**src/rtl/cic_ctrl_pkg.sv**
```systemverilog
// cic_ctrl_pkg
//   Shared definitions for the CIC decimator run-time controller.
//   CIC_DEC_WIDTH : default factor width parameter shared with the CIC
//                   (the factor bus is CIC_DEC_WIDTH+1 bits wide).
//   state_e       : reconfiguration FSM states.
//   is_legal_dec  : true for the factors the CIC supports (1,2,4,8,16).
package cic_ctrl_pkg;

  localparam int CIC_DEC_WIDTH = 4;

  typedef enum logic [1:0] {
    ST_RUN      = 2'd0,
    ST_WAIT_BND = 2'd1,
    ST_DRAIN    = 2'd2,
    ST_FLUSH    = 2'd3
  } state_e;

  // Takes a zero-extended 32-bit value so callers of any factor width can use it.
  function automatic logic is_legal_dec(input logic [31:0] factor);
    case (factor)
      32'd1, 32'd2, 32'd4, 32'd8, 32'd16: return 1'b1;
      default:                            return 1'b0;
    endcase
  endfunction

endpackage

```
**src/rtl/sat_counter.sv**
```systemverilog
// sat_counter
//   Saturating event counter with synchronous clear.
//   clk_i, rst_n_i : clock, asynchronous active-low reset
//   inc_i          : count one event this cycle
//   clr_i          : clear; an event in the same cycle leaves the count at 1
//   count_o        : current count, sticks at all-ones
module sat_counter #(
  parameter int CNT_WIDTH = 16
) (
  input  logic                 clk_i,
  input  logic                 rst_n_i,
  input  logic                 inc_i,
  input  logic                 clr_i,
  output logic [CNT_WIDTH-1:0] count_o
);

  localparam logic [CNT_WIDTH-1:0] CNT_ONE = CNT_WIDTH'(1);

  logic [CNT_WIDTH-1:0] count_q, count_d;

  always_comb begin
    count_d = count_q;
    if (clr_i) begin
      count_d = inc_i ? CNT_ONE : '0;
    end else if (inc_i && (count_q != '1)) begin
      count_d = count_q + CNT_ONE;
    end
  end

  always_ff @(posedge clk_i or negedge rst_n_i) begin
    if (!rst_n_i) begin
      count_q <= '0;
    end else begin
      count_q <= count_d;
    end
  end

  assign count_o = count_q;

endmodule

```
**src/rtl/cic_dec_ctrl.sv**
```systemverilog
// cic_dec_ctrl
//   Run-time controller for the CIC decimator. Accepts decimation-factor
//   change requests, lets the current output frame complete, then drains and
//   flushes the CIC before the new factor takes effect, so no output sample is
//   built from two factors. Also gathers saturation / dropped-sample stats.
//
//   clk_i, rst_n_i        : clock, asynchronous active-low reset
//   cfg_valid_i           : factor change request
//   cfg_dec_factor_i      : requested factor
//   cfg_ready_o           : request can be accepted (idle in RUN)
//   cfg_err_o             : 1-cycle pulse, illegal factor rejected
//   cfg_done_o            : 1-cycle pulse, requested factor now active
//   s_valid_i             : upstream sample strobe (no back-pressure)
//   cic_valid_in_o        : gated sample strobe to the CIC
//   cic_dec_factor_o      : factor applied to the CIC
//   cic_rst_n_o           : registered active-low flush reset to the CIC
//   cic_overflow_i,
//   cic_underflow_i       : CIC saturation flags, qualified by cic_valid_out_i
//   cic_valid_out_i       : CIC output strobe
//   busy_o                : reconfiguration in progress
//   sat_sticky_o          : saturation seen since last clear
//   sat_cnt_o             : saturating count of saturated outputs
//   drop_cnt_o            : saturating count of samples dropped while reconfiguring
//   stat_clr_i            : clears sat_sticky_o, sat_cnt_o and drop_cnt_o
module cic_dec_ctrl #(
  parameter int DEC_WIDTH    = cic_ctrl_pkg::CIC_DEC_WIDTH,
  parameter int DEFAULT_DEC  = 1,
  parameter int DRAIN_CYCLES = 4,
  parameter int FLUSH_CYCLES = 2,
  parameter int CNT_WIDTH    = 16
) (
  input  logic                 clk_i,
  input  logic                 rst_n_i,
  input  logic                 cfg_valid_i,
  input  logic [DEC_WIDTH:0]   cfg_dec_factor_i,
  output logic                 cfg_ready_o,
  output logic                 cfg_err_o,
  output logic                 cfg_done_o,
  input  logic                 s_valid_i,
  output logic                 cic_valid_in_o,
  output logic [DEC_WIDTH:0]   cic_dec_factor_o,
  output logic                 cic_rst_n_o,
  input  logic                 cic_overflow_i,
  input  logic                 cic_underflow_i,
  input  logic                 cic_valid_out_i,
  output logic                 busy_o,
  output logic                 sat_sticky_o,
  output logic [CNT_WIDTH-1:0] sat_cnt_o,
  output logic [CNT_WIDTH-1:0] drop_cnt_o,
  input  logic                 stat_clr_i
);

  import cic_ctrl_pkg::*;

  localparam int FW   = DEC_WIDTH + 1;
  localparam int TMAX = (DRAIN_CYCLES > FLUSH_CYCLES) ? DRAIN_CYCLES : FLUSH_CYCLES;
  localparam int TW   = (TMAX > 1) ? $clog2(TMAX) : 1;

  localparam logic [FW-1:0] DEF_FACTOR = FW'(DEFAULT_DEC);
  localparam logic [FW-1:0] F_ONE      = FW'(1);
  localparam logic [TW-1:0] T_ONE      = TW'(1);
  localparam logic [TW-1:0] DRAIN_LAST = TW'(DRAIN_CYCLES - 1);
  localparam logic [TW-1:0] FLUSH_LAST = TW'(FLUSH_CYCLES - 1);

  state_e        state_q, state_d;
  logic [FW-1:0] phase_q, phase_d;
  logic [FW-1:0] dec_q, dec_d;
  logic [FW-1:0] pend_q, pend_d;
  logic [TW-1:0] tmr_q, tmr_d;
  logic          cfg_err_q, cfg_err_d;
  logic          cfg_done_q, cfg_done_d;
  logic          cic_rst_n_q;
  logic          sat_sticky_q, sat_sticky_d;

  logic fwd;
  logic frame_end;
  logic drop_evt;
  logic sat_evt;

  // Samples reach the CIC only while it is running on a stable factor.
  assign fwd       = s_valid_i && ((state_q == ST_RUN) || (state_q == ST_WAIT_BND));
  // Mirrors the CIC's own decimation counter: this sample closes the frame.
  assign frame_end = fwd && (phase_q == (dec_q - F_ONE));
  assign drop_evt  = s_valid_i && ((state_q == ST_DRAIN) || (state_q == ST_FLUSH));
  assign sat_evt   = cic_valid_out_i && (cic_overflow_i || cic_underflow_i);

  always_comb begin
    state_d      = state_q;
    phase_d      = phase_q;
    dec_d        = dec_q;
    pend_d       = pend_q;
    tmr_d        = tmr_q;
    cfg_err_d    = 1'b0;
    cfg_done_d   = 1'b0;
    sat_sticky_d = sat_sticky_q;

    if (fwd) begin
      phase_d = frame_end ? '0 : (phase_q + F_ONE);
    end

    case (state_q)
      ST_RUN: begin
        if (cfg_valid_i) begin
          if (!is_legal_dec(32'(cfg_dec_factor_i))) begin
            cfg_err_d = 1'b1;
          end else if (cfg_dec_factor_i == dec_q) begin
            cfg_done_d = 1'b1;
          end else begin
            pend_d  = cfg_dec_factor_i;
            tmr_d   = '0;
            state_d = (phase_q == '0) ? ST_DRAIN : ST_WAIT_BND;
          end
        end
      end
      ST_WAIT_BND: begin
        if (frame_end) begin
          tmr_d   = '0;
          state_d = ST_DRAIN;
        end
      end
      ST_DRAIN: begin
        if (tmr_q == DRAIN_LAST) begin
          tmr_d   = '0;
          dec_d   = pend_q;
          state_d = ST_FLUSH;
        end else begin
          tmr_d = tmr_q + T_ONE;
        end
      end
      ST_FLUSH: begin
        if (tmr_q == FLUSH_LAST) begin
          phase_d    = '0;
          cfg_done_d = 1'b1;
          state_d    = ST_RUN;
        end else begin
          tmr_d = tmr_q + T_ONE;
        end
      end
      default: begin
        state_d = ST_RUN;
      end
    endcase

    // A saturation event in the same cycle as a clear must survive it.
    if (sat_evt) begin
      sat_sticky_d = 1'b1;
    end else if (stat_clr_i) begin
      sat_sticky_d = 1'b0;
    end
  end

  // cic_rst_n follows the next state so the CIC sees reset for exactly the
  // cycles spent in FLUSH, and is held low while rst_n_i is asserted.
  always_ff @(posedge clk_i or negedge rst_n_i) begin
    if (!rst_n_i) begin
      state_q      <= ST_RUN;
      phase_q      <= '0;
      dec_q        <= DEF_FACTOR;
      pend_q       <= DEF_FACTOR;
      tmr_q        <= '0;
      cfg_err_q    <= 1'b0;
      cfg_done_q   <= 1'b0;
      cic_rst_n_q  <= 1'b0;
      sat_sticky_q <= 1'b0;
    end else begin
      state_q      <= state_d;
      phase_q      <= phase_d;
      dec_q        <= dec_d;
      pend_q       <= pend_d;
      tmr_q        <= tmr_d;
      cfg_err_q    <= cfg_err_d;
      cfg_done_q   <= cfg_done_d;
      cic_rst_n_q  <= (state_d != ST_FLUSH);
      sat_sticky_q <= sat_sticky_d;
    end
  end

  sat_counter #(
    .CNT_WIDTH (CNT_WIDTH)
  ) u_sat_cnt (
    .clk_i   (clk_i),
    .rst_n_i (rst_n_i),
    .inc_i   (sat_evt),
    .clr_i   (stat_clr_i),
    .count_o (sat_cnt_o)
  );

  sat_counter #(
    .CNT_WIDTH (CNT_WIDTH)
  ) u_drop_cnt (
    .clk_i   (clk_i),
    .rst_n_i (rst_n_i),
    .inc_i   (drop_evt),
    .clr_i   (stat_clr_i),
    .count_o (drop_cnt_o)
  );

  assign cfg_ready_o      = (state_q == ST_RUN);
  assign busy_o           = (state_q != ST_RUN);
  assign cfg_err_o        = cfg_err_q;
  assign cfg_done_o       = cfg_done_q;
  assign cic_valid_in_o   = fwd;
  assign cic_dec_factor_o = dec_q;
  assign cic_rst_n_o      = cic_rst_n_q;
  assign sat_sticky_o     = sat_sticky_q;

endmodule

```
**config.mk**
```make
export PLATFORM = sky130hd
export DESIGN_NAME = cic_dec_ctrl
export DESIGN_NICKNAME = d
export VERILOG_FILES = /design/src/rtl/cic_ctrl_pkg.sv /design/src/rtl/sat_counter.sv /design/src/rtl/cic_dec_ctrl.sv
export SDC_FILE = /design/constraint.sdc
export NUM_CORES = 1
export LEC_CHECK = 0
export ABC_AREA = 1
export BUFFER_PORTS_ARGS = -buffer_cell sky130_fd_sc_hd__buf_2
export CORE_UTILIZATION = 50
export DETAILED_ROUTE_END_ITERATION = 8
export PLACE_DENSITY = 0.72
export SLEW_MARGIN = 20
export SYNTH_ARGS = -nofsm -noshare
export SYNTH_HDL_FRONTEND = slang
export SYNTH_SLANG_ARGS = --single-unit
```
**constraint.sdc**
```tcl
create_clock -name clk_i -period 3.3 [get_ports clk_i]
set_input_delay 0.66 -clock clk_i [delete_from_list [all_inputs] [get_ports clk_i]]
set_output_delay 0.66 -clock clk_i [all_outputs]
set_load 0.005 [all_outputs]
```
==> impl_metrics.env <==
export IMPL_crit_chain="inv_1, ha_1, nor2_1, nor2_4, buf_2"
export IMPL_start_util_pct=52.84
export IMPL_rows=29
export IMPL_clkSinkCount=55
export IMPL_grt_max_degree=37
export IMPL_reg2reg_slack_ns=1.24
export IMPL_fin_skew_ns=0.007677
export IMPL_cts_inserted_buffers=5
export IMPL_rr_endpoint="u_drop_cnt.count_o[13]$_DFFE_PN0P_"
export IMPL_setup_violations=0
export IMPL_synth_adder_area_share_pct=4.010
export IMPL_layoutNonFillerInstCount=610
export IMPL_cts_setup_buffers=0
export IMPL_endpoint="cic_valid_in_o"
export IMPL_crit_type="reg2out"
export IMPL_rsz0062_at_grt="no"
export IMPL_coreArea_um2=6495
export IMPL_synth_top_family_by_area="simple AND/OR/NAND/NOR gates"
export IMPL_yosysWarnings=0
export IMPL_clock_latency_ns=0.31
export IMPL_cts_tree="done"
export IMPL_drv_slew=0
export IMPL_yosys_area_share_xor_xnor_pct=3.318
export IMPL_max_freq_mhz=445.6
export IMPL_synth_avg_cell_area_um2=7.302
export IMPL_root_buffer="clkbuf_8"
export IMPL_fin_nets=556
export IMPL_synth_cells=470
export IMPL_cp_max_fo=7
export IMPL_tns_ns=0
export IMPL_dp_hpwl_mm=5.933
export IMPL_drt_iter0_drc=126
export IMPL_crit_path_top_delay_cell="dfrtp_1"
export IMPL_reg2reg_depth=8
export IMPL_synth_top_flop_cell="dfrtp_1"
export IMPL_syn_to_final_growth_pct=13.34
export IMPL_worstMarginPinSlew_ns=0.8367
export IMPL_slew_headroom_pct=44.22
export IMPL_outcome="finished with violations"
export IMPL_fin_area_um2=3890
export IMPL_crit_start="state_q[0]$_DFF_PN0_"
export IMPL_placed_cells=602
export IMPL_violations="DRC"
export IMPL_cpPeakStageDelay_ns=0.45
export IMPL_synth_seq_cells=55
export IMPL_dpl_cell_area_um2=3805
export IMPL_syn_cell_area_um2=3432
export IMPL_clkTransAtPathRegs_ns=0.10
export IMPL_synthTopCellsByArea="dfrtp_1 39%, nand2_1 15%, inv_1 6.0%"
export IMPL_ys_seq_area_share_pct=40.17
export IMPL_antenna_cells=0
export IMPL_peakVddDrop_mv=0.2343
export IMPL_cp_arrival_ns=1.58
export IMPL_async_reset_ff_share_pct=100.0
export IMPL_via_count=3195
export IMPL_cts_htree_levels=2
export IMPL_ys_top_cells_by_count="138 x nand2_1, 55 x inv_1, 53 x dfrtp_1, 53 x nor2_1, 35 x nand3_1"
export IMPL_power_mw=2.124
export IMPL_syn_num_nets=494
export IMPL_synth_edf_count=0
export IMPL_final_antenna_net_count=0
export IMPL_drc=2
export IMPL_worstReg2RegStart="u_drop_cnt.count_o[0]$_DFFE_PN0P_"
export IMPL_design_portCount=57
export IMPL_synth_most_common_cell="nand2_1"
export IMPL_synth_top_cell_area_share_pct=38.64
export IMPL_overflow=0
export IMPL_ys_types=42
export IMPL_grt_pass1_vias=3017
export IMPL_cp_end_kind="output port"
export IMPL_yosys_area_top_type="dfrtp_1"
export IMPL_p_per_area_nw_per_um2=546.0
export IMPL_cts_resized=0
export IMPL_postCtsHoldBufs=0
export IMPL_wl_per_cell_um=12.64
export IMPL_cp_start_kind="flop"
export IMPL_floorplan_die_area_um2=7200
export IMPL_synthMuxAreaShare_pct=0
export IMPL_dr_pass1_iters=6
export IMPL_grt_pass1_wl_mm=13.34
export IMPL_cp_depth=5
export IMPL_grt_usage_pct=22.96
export IMPL_vias_per_cell=5.238
export IMPL_holdCritPathClass="in2async"
export IMPL_place_gp_congestion=0.8726
export IMPL_die_w_um=84.85
export IMPL_hold_viol_final=0
export IMPL_drive_gt1_share_pct=16.51
export IMPL_synthSimpleGateAreaFrac_pct=34.01
export IMPL_post_route_period_util_pct=68.01
export IMPL_p_leak_nw=1.972
export IMPL_max_cap_viol_count=0
export IMPL_cpLargestDelayFamily="flip-flops"
export IMPL_crit_buf_inv=2
export IMPL_required_ns=2.64
export IMPL_die_y_um=84.85
export IMPL_cts_path_max_buffers=2
export IMPL_synth_compound_area_share_pct=11.05
export IMPL_min_period_ns=2.244
export IMPL_portBuffers=56
export IMPL_antenna_found_initial=0
export IMPL_wl_mm=7.713
export IMPL_fillCellCount=623
==> power breakdown <==
part	total [mW]	switching, mW	leakage (nW)	internal (mW)
combinational	0.810	0.504	1.21	0.305
clock	0.373	0.224	0.0412	0.149
sequential	0.941	0.131	0.723	0.810
total	2.12	0.860	1.97	1.26
==> layout make-up <==
type | instances | area [um2] | area share (%)
multi-input cells | 352 | 1798 | 46.22
flip-flops and latches | 55 | 1379 | 35.45
repair buffers | 59 | 302.8 | 7.784
inverters | 59 | 229.0 | 5.886
well taps | 77 | 96.34 | 2.477
clock buffers | 6 | 72.57 | 1.866
clock inverters | 2 | 12.51 | 0.3216
==> worst reg2reg max path, delay by kind of cell (launching register included) <==
| kind | cells | cell delay (ns) |
|---|---|---|
| DFF | 1 | 0.45 |
| adders and majority gates | 1 | 0.22 |
| buffers and inverters | 1 | 0.13 |
| and+or+nand+nor | 4 | 0.63 |
| AOI/OAI and AO/OA | 2 | 0.52 |
==> placed cells by master (no fill, tap or decap), types with 3 or more instances in the layout <==
| master | count |
|---|---|
| a21oi_1 | 18 |
| buf_2 | 56 |
| buf_4 | 3 |
| clkbuf_8 | 5 |
| dfrtp_1 | 53 |
| ha_1 | 11 |
| inv_1 | 55 |
| nand2_1 | 138 |
| nand3_1 | 35 |
| nand4_1 | 5 |
| nor2_1 | 53 |
| nor3_1 | 18 |
| o21ai_0 | 25 |
| o21ai_1 | 4 |
| o21ai_2 | 3 |
| o31ai_1 | 7 |
| xor2_1 | 12 |
==> per-layer routing <==
| metal | wire [um] | global-route usage [%] | part of all wire, % |
|---|---|---|---|
| met1 | 3622 | 29.94 | 47 |
| met2 | 3733 | 39.32 | 48 |
| met3 | 249 | 3.599 | 3.2 |
| met4 | 107 | 7.550 | 1.4 |
| met5 | 0 | 0 | 0 |
==> per-stage QoR <==
step	utilization [%]	hold slack [ns]	setup slack, ns
floorplan	-	0.3644	1.515
global placement	58.58	0.4643	1.254
detailed placement	58.58	0.4709	1.219
CTS	59.89	0.4525	1.036
global route	59.89	0.5056	0.9206
finish	59.89	0.4333	1.056
==> sequential cells by signal, indices dropped and copies added, names as in the netlist <==
| name | cells |
|---|---|
| cfg_done_o | 1 |
| u_drop_cnt.count_o | 16 |
| cic_dec_factor_o | 5 |
| pend_q | 5 |
| sat_sticky_o | 1 |
| phase_q | 5 |
| state_q | 2 |
| u_sat_cnt.count_o | 16 |
| tmr_q | 2 |
| cfg_err_o | 1 |
| cic_rst_n_o | 1 |
==> how the worst min path moves through the flow <==
| stage | start | endpoint | depth (start not counted) |
|---|---|---|---|
| 5_1_grt | rst_n_i | pend_q[1]$_DFFE_PN0P_ | 1 |
| 4_1_cts | rst_n_i | sat_sticky_o$_DFFE_PN0P_ | 1 |
| 3_3_place_gp | sat_sticky_o$_DFFE_PN0P_ | sat_sticky_o$_DFFE_PN0P_ | 2 |
| 3_5_place_dp | sat_sticky_o$_DFFE_PN0P_ | sat_sticky_o$_DFFE_PN0P_ | 2 |
| 6_report | rst_n_i | pend_q[1]$_DFFE_PN0P_ | 1 |
| 2_1_floorplan | rst_n_i | cfg_done_o$_DFF_PN0_ | 0 |
==> cells by family (layout without fill, tap and decap cells) <==
group | count (synthesis) | count (layout)
buffers and inverters | 63 | 126
AOI/OAI and AO/OA | 64 | 64
adders and majority gates | 11 | 11
DFF | 55 | 55
and+or+nand+nor | 264 | 264
xor gates and xnor gates | 13 | 13
No activity file was read; power rests on OpenSTA's default activity.
